<file path="src/rtl/fsmc_pkg.sv">
// Shared types and constants for the FSMC transaction sequencer.
//   fsmc_state_t : transaction FSM state encoding
//   ERR_MAX      : saturation value of the error counter
//   TMO_FILL     : data returned on the bus when a read times out
//   sat_inc      : saturating increment for the error counter
package fsmc_pkg;

    typedef enum logic [2:0] {
        StIdle,
        StWrite,
        StRdReq,
        StRdDrive,
        StError
    } fsmc_state_t;

    localparam logic [7:0] ERR_MAX = 8'hFF;

    // Wide enough for any supported bus; users slice the low DW bits.
    localparam int unsigned    TMO_FILL_W = 64;
    localparam logic [TMO_FILL_W-1:0] TMO_FILL = '1;

    function automatic logic [7:0] sat_inc(input logic [7:0] v);
        return (v == ERR_MAX) ? v : v + 8'd1;
    endfunction

endpackage

</file>
<file path="src/rtl/fsmc_input_sync.sv">
// Bank of 2-flop synchronisers with a per-bit reset value.
//   clk : destination clock
//   rst : asynchronous active-high reset, loads RST_VAL into both stages
//   d   : asynchronous inputs
//   q   : synchronised outputs
module fsmc_input_sync #(
    parameter int unsigned  W       = 1,
    parameter logic [W-1:0] RST_VAL = '0
) (
    input  logic         clk,
    input  logic         rst,
    input  logic [W-1:0] d,
    output logic [W-1:0] q
);

    logic [W-1:0] meta;

    always_ff @(posedge clk or posedge rst) begin
        if (rst) begin
            meta <= RST_VAL;
            q    <= RST_VAL;
        end else begin
            meta <= d;
            q    <= meta;
        end
    end

endmodule

</file>
<file path="src/rtl/fsmc_txn_sequencer.sv">
// FSMC transaction sequencer: synchronises STM32 FSMC pins into the system clock domain and
// turns each chip-select cycle into a single write strobe or a read request/ack exchange.
//   clk, rst          : system clock, asynchronous active-high reset
//   aNE, aNOE, aNWE   : raw FSMC strobes (active low, asynchronous)
//   aA, aD_in         : raw FSMC address and pad input data (asynchronous)
//   d_out, d_oe       : pad output data and output enable
//   wr_stb/addr/data  : single-cycle write commit to the register bank
//   rd_req/addr       : level read request, held until rd_ack
//   rd_ack, rd_data   : register bank acknowledge with same-cycle data
//   err_count         : saturating count of protocol errors and read timeouts
//   busy              : high whenever the FSM is not idle
module fsmc_txn_sequencer
    import fsmc_pkg::*;
#(
    parameter int unsigned AW     = 4,
    parameter int unsigned DW     = 16,
    parameter int unsigned RD_TMO = 15
) (
    input  logic          clk,
    input  logic          rst,
    input  logic          aNE,
    input  logic          aNOE,
    input  logic          aNWE,
    input  logic [AW-1:0] aA,
    input  logic [DW-1:0] aD_in,
    output logic [DW-1:0] d_out,
    output logic          d_oe,
    output logic          wr_stb,
    output logic [AW-1:0] wr_addr,
    output logic [DW-1:0] wr_data,
    output logic          rd_req,
    output logic [AW-1:0] rd_addr,
    input  logic          rd_ack,
    input  logic [DW-1:0] rd_data,
    output logic [7:0]    err_count,
    output logic          busy
);

    localparam logic [7:0] TMO_LIMIT = 8'(RD_TMO);

    // Synchronisers
    logic [2:0]       s_strb;
    logic [AW+DW-1:0] s_ad;
    logic             s_ne, s_noe, s_nwe;
    logic [AW-1:0]    s_a;
    logic [DW-1:0]    s_d;

    fsmc_input_sync #(
        .W       (3),
        .RST_VAL (3'b111)
    ) u_strb_sync (
        .clk (clk),
        .rst (rst),
        .d   ({aNE, aNOE, aNWE}),
        .q   (s_strb)
    );

    fsmc_input_sync #(
        .W       (AW + DW),
        .RST_VAL ('0)
    ) u_ad_sync (
        .clk (clk),
        .rst (rst),
        .d   ({aA, aD_in}),
        .q   (s_ad)
    );

    assign s_ne  = s_strb[2];
    assign s_noe = s_strb[1];
    assign s_nwe = s_strb[0];
    assign s_a   = s_ad[AW+DW-1:DW];
    assign s_d   = s_ad[DW-1:0];

    // FSM state and registered outputs
    fsmc_state_t   state_q, state_d;
    logic          wr_stb_q, wr_stb_d;
    logic [AW-1:0] wr_addr_q, wr_addr_d;
    logic [DW-1:0] wr_data_q, wr_data_d;
    logic          rd_req_q, rd_req_d;
    logic [AW-1:0] rd_addr_q, rd_addr_d;
    logic [DW-1:0] d_out_q, d_out_d;
    logic          oe_q, oe_d;
    logic [7:0]    err_q, err_d;
    logic [7:0]    tmo_q, tmo_d;
    logic [7:0]    tmo_inc;

    always_ff @(posedge clk or posedge rst) begin
        if (rst) begin
            state_q   <= StIdle;
            wr_stb_q  <= 1'b0;
            wr_addr_q <= '0;
            wr_data_q <= '0;
            rd_req_q  <= 1'b0;
            rd_addr_q <= '0;
            d_out_q   <= '0;
            oe_q      <= 1'b0;
            err_q     <= '0;
            tmo_q     <= '0;
        end else begin
            state_q   <= state_d;
            wr_stb_q  <= wr_stb_d;
            wr_addr_q <= wr_addr_d;
            wr_data_q <= wr_data_d;
            rd_req_q  <= rd_req_d;
            rd_addr_q <= rd_addr_d;
            d_out_q   <= d_out_d;
            oe_q      <= oe_d;
            err_q     <= err_d;
            tmo_q     <= tmo_d;
        end
    end

    assign tmo_inc = tmo_q + 8'd1;

    always_comb begin
        state_d   = state_q;
        wr_stb_d  = 1'b0;
        wr_addr_d = wr_addr_q;
        wr_data_d = wr_data_q;
        rd_req_d  = rd_req_q;
        rd_addr_d = rd_addr_q;
        d_out_d   = d_out_q;
        oe_d      = oe_q;
        err_d     = err_q;
        tmo_d     = tmo_q;

        unique case (state_q)
            StIdle: begin
                if (!s_ne && !s_noe && !s_nwe) begin
                    state_d = StError;
                    err_d   = sat_inc(err_q);
                end else if (!s_ne && !s_nwe) begin
                    // Capture now too, so a one-cycle NWE pulse still commits valid data.
                    state_d   = StWrite;
                    wr_addr_d = s_a;
                    wr_data_d = s_d;
                end else if (!s_ne && !s_noe) begin
                    state_d   = StRdReq;
                    rd_addr_d = s_a;
                    rd_req_d  = 1'b1;
                    tmo_d     = '0;
                end
            end

            StWrite: begin
                if (!s_noe) begin
                    state_d = StError;
                    err_d   = sat_inc(err_q);
                end else if (s_nwe) begin
                    // Commit on the first cycle NWE is seen high, even if NE rose with it.
                    wr_stb_d = 1'b1;
                    state_d  = StIdle;
                end else if (s_ne) begin
                    state_d = StIdle;
                    err_d   = sat_inc(err_q);
                end else begin
                    wr_addr_d = s_a;
                    wr_data_d = s_d;
                end
            end

            StRdReq: begin
                if (s_ne || s_noe) begin
                    // Host gave up; any later rd_ack is ignored in IDLE.
                    rd_req_d = 1'b0;
                    err_d    = sat_inc(err_q);
                    state_d  = StIdle;
                end else if (rd_ack) begin
                    // Ack has priority over a coincident timeout.
                    d_out_d  = rd_data;
                    rd_req_d = 1'b0;
                    oe_d     = 1'b1;
                    state_d  = StRdDrive;
                end else if (tmo_inc == TMO_LIMIT) begin
                    d_out_d  = TMO_FILL[DW-1:0];
                    rd_req_d = 1'b0;
                    oe_d     = 1'b1;
                    err_d    = sat_inc(err_q);
                    state_d  = StRdDrive;
                end else begin
                    tmo_d = tmo_inc;
                end
            end

            StRdDrive: begin
                if (s_ne || s_noe) begin
                    oe_d    = 1'b0;
                    state_d = StIdle;
                end
            end

            StError: begin
                if (s_ne) begin
                    state_d = StIdle;
                end
            end

            default: begin
                state_d = StIdle;
            end
        endcase
    end

    // Raw-pin gating lets the pad release as soon as the host deasserts, without sync delay.
    always_comb begin
        busy      = (state_q != StIdle);
        d_oe      = oe_q & ~aNOE & ~aNE;
        d_out     = d_out_q;
        wr_stb    = wr_stb_q;
        wr_addr   = wr_addr_q;
        wr_data   = wr_data_q;
        rd_req    = rd_req_q;
        rd_addr   = rd_addr_q;
        err_count = err_q;
    end

endmodule

</file>
<file path="config.mk">
export PLATFORM = sky130hd
export DESIGN_NAME = fsmc_txn_sequencer
export DESIGN_NICKNAME = d
export VERILOG_FILES = /design/src/rtl/fsmc_pkg.sv /design/src/rtl/fsmc_input_sync.sv /design/src/rtl/fsmc_txn_sequencer.sv
export SDC_FILE = /design/constraint.sdc
export NUM_CORES = 1
export LEC_CHECK = 0
export CAP_MARGIN = 20
export CORE_ASPECT_RATIO = 1.25
export CORE_MARGIN = 3
export CORE_UTILIZATION = 49
export CTS_CLUSTER_SIZE = 30
export DETAILED_ROUTE_END_ITERATION = 7
export PLACE_DENSITY_LB_ADDON = 0.25
export SLEW_MARGIN = 20
export SYNTH_ARGS = -nofsm -noshare
export SYNTH_HDL_FRONTEND = slang
export SYNTH_SLANG_ARGS = --single-unit
</file>
<file path="constraint.sdc">
create_clock -name clk -period 3.9 [get_ports clk]
set_input_delay 0.585 -clock clk [delete_from_list [all_inputs] [get_ports clk]]
set_output_delay 0.585 -clock clk [all_outputs]
set_load 0.01 [all_outputs]
</file>
; ---- Word-level counts from Yosys, hierarchy flattened
; Cells that the tools add are included.
[op_classes]
n_eq_ne = 25
bitwise = 7
shifts = 0
muxes = 56
add_sub_neg = 2
div = 0
order_cmp = 0
reduce_logical = 22
multipliers = 0
[op_table]
columns = cell, count
row1 = $mux 16, 7
row2 = $mux 8, 14
row3 = $pmux 16 s2, 1
row4 = $mux 3, 10
row5 = $pmux 8 s3, 1
row6 = $ne 2x2->1 const B, 11
row7 = $mux 4, 5
row8 = $add 8x1->8 const B, 2
row9 = $pmux 8 s2, 1
row10 = $pmux 3 s5, 1
row11 = $mux 1, 13
row12 = $ne 3x3->1 const B, 4
row13 = $reduce_and 6->1, 2
row14 = $eq 8x4->1 const B, 1
row15 = $eq 8x8->1 const B, 1
row16 = $ne 4x4->1 const B, 2
row17 = $pmux 4 s2, 1
row18 = $reduce_and 4->1, 2
row19 = $reduce_bool 2->1, 4
row20 = $reduce_and 7->1, 1
row21 = $eq 3x2->1 const B, 2
row22 = $reduce_and 3->1, 2
row23 = $reduce_bool 3->1, 2
row24 = $not 1->1, 5
row25 = 11 further kinds, 17
[word_totals]
n_memories = 0
wordCells = 126
output_inout_bits = 52
register_bits = 108
inputBits = 42
ram_bits = 0
latchBits = 0
rom_bits = 0

; ---- Longest topological paths before layout
[logic_depth]
word_depth = 6
ltp_mapped = 7
mapped_depth_nobuf = 6

; ---- Hierarchy
; Synthesis repeated with hierarchy kept, for this count alone.
[unflattened]
hier_cells = 284
area_unflattened_um2 = 4068.9
[by_module_without_submodules]
columns = mod, cells_per_inst, seq_area_each_um2, instances, area_each_um2
row1 = fsmc_txn_sequencer, 236, 1551.5, 1, 2902.8
row2 = fsmc_input_sync (u_ad_sync), 41, 1001.0, 1, 1004.7
row3 = fsmc_input_sync (u_strb_sync), 7, 157.7, 1, 161.4

; ---- Worst setup path after synthesis
; Ideal clock, no wire load.
[synth_path]
kind = register to register
from = reg tmo_q[0]
to = reg tmo_q[1]
arrival_ns = 1.673
setup_time_ns = 0.125
setup_slack_ns = 2.102
period_less_slack_ns = 1.798
path_stages_with_launch = 7
required_ns = 3.775
n_path_buf = 0
cell_sequence = dfrtp_1 -> ha_1 -> xor2_1 -> and4_4 -> a21o_2 -> o21ai_4 -> mux2_4
[synth_via]
elab_chain_cells = 5
elab_cells_between_ends = 8
classes_between = add/sub (1) / eq/ne (2) / mux (4) / reduce/logical (1)
[synth_rtl]
columns = item, line_no
row1 = from (decl), fsmc_txn_sequencer.sv:84  ; logic [7:0] tmo_q, tmo_d;
row2 = from (signal assigned), fsmc_txn_sequencer.sv:109  ; tmo_q <= tmo_d;
row3 = $add 8x1->8 (*), fsmc_txn_sequencer.sv:113  ; assign tmo_inc = tmo_q + 8'd1;
row4 = branches (longest 4 deep; another with $eq 8x4->1), n/a
; Every way passes the cells marked *. The select of a mux whose other input is x is not followed.
; A chain may end at the register's enable or synchronous reset.

; ---- Worst setup path after layout
[layout_path]
from = in aNE
to = out d_oe
[layout_via]
elab_chain_cells = 2
[layout_rtl]
columns = item, line_no
row1 = from (decl), fsmc_txn_sequencer.sv:21  ; input logic aNE,
row2 = $not 1->1, fsmc_txn_sequencer.sv:207  ; d_oe = oe_q & ~aNOE & ~aNE;
row3 = $and 1x1->1, fsmc_txn_sequencer.sv:207
row4 = to (decl), fsmc_txn_sequencer.sv:27  ; output logic d_oe,
; Every way passes these cells.

==> results.md <==
- The met1 layer usage reported by global route is approximately 23%.
- The pin count of the biggest net entering global routing is 64.
- The total nets after synthesis is ~300.
- The detailed router finished its first iteration with between 150 and 200 violations.
- The total detailed-routing wirelength is 7.37 mm.
- The post-CTS setup buffer count is 0.
- The number of buffers inserted during clock tree synthesis is 9.
- The post-route antenna net violation count is 0.
- The die is roughly 87 microns wide.
- The hold violation count in the final report is 0.
- The clock share of power is 23.3%.
- Data on the critical path arrives at its endpoint at 1.78 ns.
- The CTS tree is built.
- In the global route stage, overall resource usage came out at 17.5%.
- The cell chosen for the clock root is sky130_fd_sc_hd__clkbuf_8.
- The largest vdd supply drop is 352 uV.
- Derived from the worst setup path, the maximum achievable clock frequency is approximately 0.42 GHz.
- The number of antenna diodes in the final layout is 0.
- The slew at the pin closest to its max-slew limit is approximately 0.75 ns.
- The starting density of the core is 50.7%.
- The floorplan step defined a die boundary enclosing 9240 sq um.
- After floorplanning, the core was divided into 36 placement rows.
- Clock-pin slew was measured on the worst setup and hold paths at 0.09 ns.
- The maximum level of the CTS H-tree is 3.
- The mean cell area of the mapped netlist is 15.1 sq um.
- The number of buffers added on ports is 93.
- The first-pass GRT wire length is around 12 mm.
- The flow ran to the end, and the final reports show no timing, DRC or antenna violations.
- The net switching power of the design is 749 uW.
- Among all flip-flop cells after synthesis, the most frequent one is sky130_fd_sc_hd__dfrtp_1.
- The max-cap check violation count is 0.
- In the final layout, the share of cells above drive strength 1 is approximately 17%.
- The number of top-level pins is 94.
- The setup TNS is 0 ns.
- The maximum clock skew at final layout is 0.00864 ns.
- The count of unresolved DRC violations after routing is 0.
- The length of the first detailed-routing pass in iterations is 4.
- The type of the worst setup path is in -> out.
- The utilization of the core after routing is 65.9%.
- The number of buffers inserted for hold repair after clock tree synthesis is 0.
- The tightest slew margin relative to the limit is between 50 and 60%.
- The layer carrying the most global-route usage is met2.
- The class of the tightest hold or removal check is reg -> reg.
- The congestion estimate from routability-driven global placement came to roughly 0.76.
- The area growth from synthesis to layout is 30.0%.
- The number of global-route vias before repair is roughly 2,500.
- The synthesized netlist occupies a cell area of 3980 sq um.
- After the last flow step, the layout net total stands at 407.
- The global route total overflow is 0.
- Power comes to 2720 uW.
- The sink count of the clock tree is ~110.
- STA classifies the critical path startpoint as a primary input.
- Cell internal power was estimated by the tool at 1970 uW.
- The count of final setup violators is 0.
- The switching part of the total is 27.6%.
- Summing the sequential cell areas from Yosys gives 68.2% of the chip area.
- In this run the power density over the cells is ~530 nW/um^2.
- From bottom edge to top edge, the die measures 107 microns.
- After layout, the worst path uses 60.7% of the clock period.
- In this run, synthesis inferred 0 flip-flops with an integrated enable.
- Yosys mapped the design onto 53 distinct sky130hd cell types.
- Across all layers, the routed design uses 2,447 vias.
- In this run the standard cell core region covers 7840 sq um.
- After detailed routing, the average wire length per cell comes to 16.0 microns.
- The number of cells upsized or downsized after cts is 0.
- The static leakage is 0.00215 uW.
- The async set-reset flop share out of synthesis is 100%.
- The fraction of power consumed by sequential logic is 52.5%.
- The maximum clock insertion buffer count is 2.
- The area of the multi-input gates is 1170 sq um.
- During synthesis, Yosys emitted a total of 0 warnings.
- The layout filler cell count is between 500 and 600.
- The final-report max-slew violation count is 0.
- The shortest period the worst path allows is ~2.4 ns.
- The combined flip-flop and latch cell area is 2710 sq um.
- Data on the critical path is required at its endpoint by 3.31 ns.
- The post-synthesis register bit count is roughly 110.
- Dividing the detail-routed via count by the number of cells gives 5.30.
- The HPWL after detailed placement is 5.19 mm.
- Setup repair after global routing left no endpoint under its margin.
- Synthesis produced a netlist whose cell count is between 200 and 300.
- For this run, global-route usage on met3 was measured as 4.61%.
- The combinational power share is about a quarter.
- The number of antenna violations at the first check in global routing was 0.
- The clock latency of the later-clocked register in the worst-skew pair is about 0.36 ns.
- The global routing met2 resource utilization is 27.2%.
- Along the worst path, the maximum fanout reaches 2.
- The worst setup path is captured at an output pin.
## through the flow
step           instances  cell area (sq um)  hold WS (ns)  setup slack (ns)
3_5_place_dp         446               4980         0.335              1.55
5_1_grt              462               5170         0.361              1.46
6_report             462               5170         0.356              1.53
2_1_floorplan        264               3980         0.331             0.479
4_1_cts              462               5170         0.356              1.53
3_3_place_gp         446               4980         0.332              1.55
## cells in the final DEF (no fill, tap or decap), types with 3 or more instances in the layout
| master | synthesis | routed |
|---|---|---|
| sky130_fd_sc_hd__inv_1 | 6 | 5 |
| sky130_fd_sc_hd__clkbuf_8 | 0 | 10 |
| sky130_fd_sc_hd__dfstp_2 | 6 | 6 |
| sky130_fd_sc_hd__ha_1 | 3 | 3 |
| sky130_fd_sc_hd__nand3_1 | 10 | 10 |
| sky130_fd_sc_hd__and3_1 | 4 | 4 |
| sky130_fd_sc_hd__o22a_1 | 16 | 16 |
| sky130_fd_sc_hd__o21ai_0 | 4 | 4 |
| sky130_fd_sc_hd__mux2_2 | 20 | 20 |
| sky130_fd_sc_hd__buf_4 | 0 | 3 |
| sky130_fd_sc_hd__clkdlybuf4s50_1 | 0 | 93 |
| sky130_fd_sc_hd__dfrtp_1 | 102 | 102 |
| sky130_fd_sc_hd__a31oi_1 | 9 | 9 |
| sky130_fd_sc_hd__xnor2_1 | 7 | 7 |
| sky130_fd_sc_hd__nand2_1 | 8 | 8 |
| sky130_fd_sc_hd__a21oi_1 | 4 | 4 |
| sky130_fd_sc_hd__nor2_1 | 8 | 8 |
| sky130_fd_sc_hd__mux2_1 | 6 | 6 |
| sky130_fd_sc_hd__clkinv_4 | 0 | 3 |
## state kept, by name, indices dropped and copies added, names as in the netlist
register          count
u_ad_sync.q          20
u_ad_sync.meta       20
oe_q                  1
rd_req                1
tmo_q                 8
wr_stb                1
wr_addr               4
d_out                16
wr_data              16
err_count             8
u_strb_sync.meta      3
rd_addr               4
u_strb_sync.q         3
state_q               3
## final timing paths
path                                                   start                   endpoint  slack [ns]  cells after the start
worst max-delay path                                     aNE                       d_oe        1.53                      3
worst min-delay path            u_ad_sync.meta[14]$_DFF_PP0_  u_ad_sync.q[14]$_DFF_PP0_        0.36                      0
worst max register to register        state_q[1]$_DFFE_PP0P_       d_out[1]$_DFFE_PP0P_        1.87                      4
worst min register to register  u_ad_sync.meta[14]$_DFF_PP0_  u_ad_sync.q[14]$_DFF_PP0_        0.36                      0
max in group asynchronous                                rst    wr_data[10]$_DFFE_PP0P_        2.42                      3
min in group asynchronous                                rst   u_ad_sync.q[9]$_DFF_PP0_        0.69                      2
## metal layers
layer	up-vias	wire, microns
met1	1231	3110
met5	-	0
met2	65	3710
met4	0	152
li1	1137	-
met3	14	397
## worst max-delay path, stage by stage
cell	delay, ns
sky130_fd_sc_hd__clkdlybuf4s50_1	0.43
sky130_fd_sc_hd__nor3b_1	0.20
sky130_fd_sc_hd__clkdlybuf4s50_1	0.57
## logic make-up after synthesis
| group | Yosys count | share of synthesized area (%) |
|---|---|---|
| fa+ha+maj | 3 | 0.944 |
| buf+inv | 15 | 2.49 |
| compound gates | 44 | 9.16 |
| flops | 108 | 68.2 |
| xor+xnor | 9 | 2.17 |
| mux | 27 | 7.74 |
| simple gates | 58 | 9.32 |
## layout make-up
type	count	share of cell area, %
Clock buffer	11	2.74
Clock inverter	5	0.872
Inverter	6	0.484
Multi-Input combinational cell	141	22.7
Sequential cell	108	52.5
Tap cell	95	2.30
Timing Repair Buffer	96	18.5
## power by group through the flow
| stage | registers (uW) | clock network [uW] | logic (uW) |
|---|---|---|---|
| 6_report | 1430 | 633 | 659 |
| 5_1_grt | 1450 | 697 | 715 |
| 4_1_cts | 1430 | 655 | 675 |
| 3_5_place_dp | 1450 | 0 | 671 |
| 3_3_place_gp | 1440 | 0 | 654 |
| 2_1_floorplan | 1490 | 0 | 217 |
## cell usage after synthesis, types with 3 or more instances
| cell type | n | area share (%) |
|---|---|---|
| sky130_fd_sc_hd__buf_6 | 5 | 1.4 |
| sky130_fd_sc_hd__o22a_1 | 16 | 3.5 |
| sky130_fd_sc_hd__o21ai_0 | 4 | 0.50 |
| sky130_fd_sc_hd__ha_1 | 3 | 0.94 |
| sky130_fd_sc_hd__mux2_1 | 6 | 1.7 |
| sky130_fd_sc_hd__xnor2_1 | 7 | 1.5 |
| sky130_fd_sc_hd__a31oi_1 | 9 | 1.4 |
| sky130_fd_sc_hd__mux2_2 | 20 | 5.7 |
| sky130_fd_sc_hd__nor2_1 | 8 | 0.76 |
| sky130_fd_sc_hd__nand3_1 | 10 | 1.3 |
| sky130_fd_sc_hd__and3_1 | 4 | 0.63 |
| sky130_fd_sc_hd__nand2_1 | 8 | 0.76 |
| sky130_fd_sc_hd__dfrtp_1 | 102 | 64 |
| sky130_fd_sc_hd__a21oi_1 | 4 | 0.50 |
| sky130_fd_sc_hd__inv_1 | 6 | 0.57 |
| sky130_fd_sc_hd__dfstp_2 | 6 | 4.0 |
| sky130_fd_sc_hd__buf_2 | 4 | 0.50 |
(Power assumes the default switching activity.)
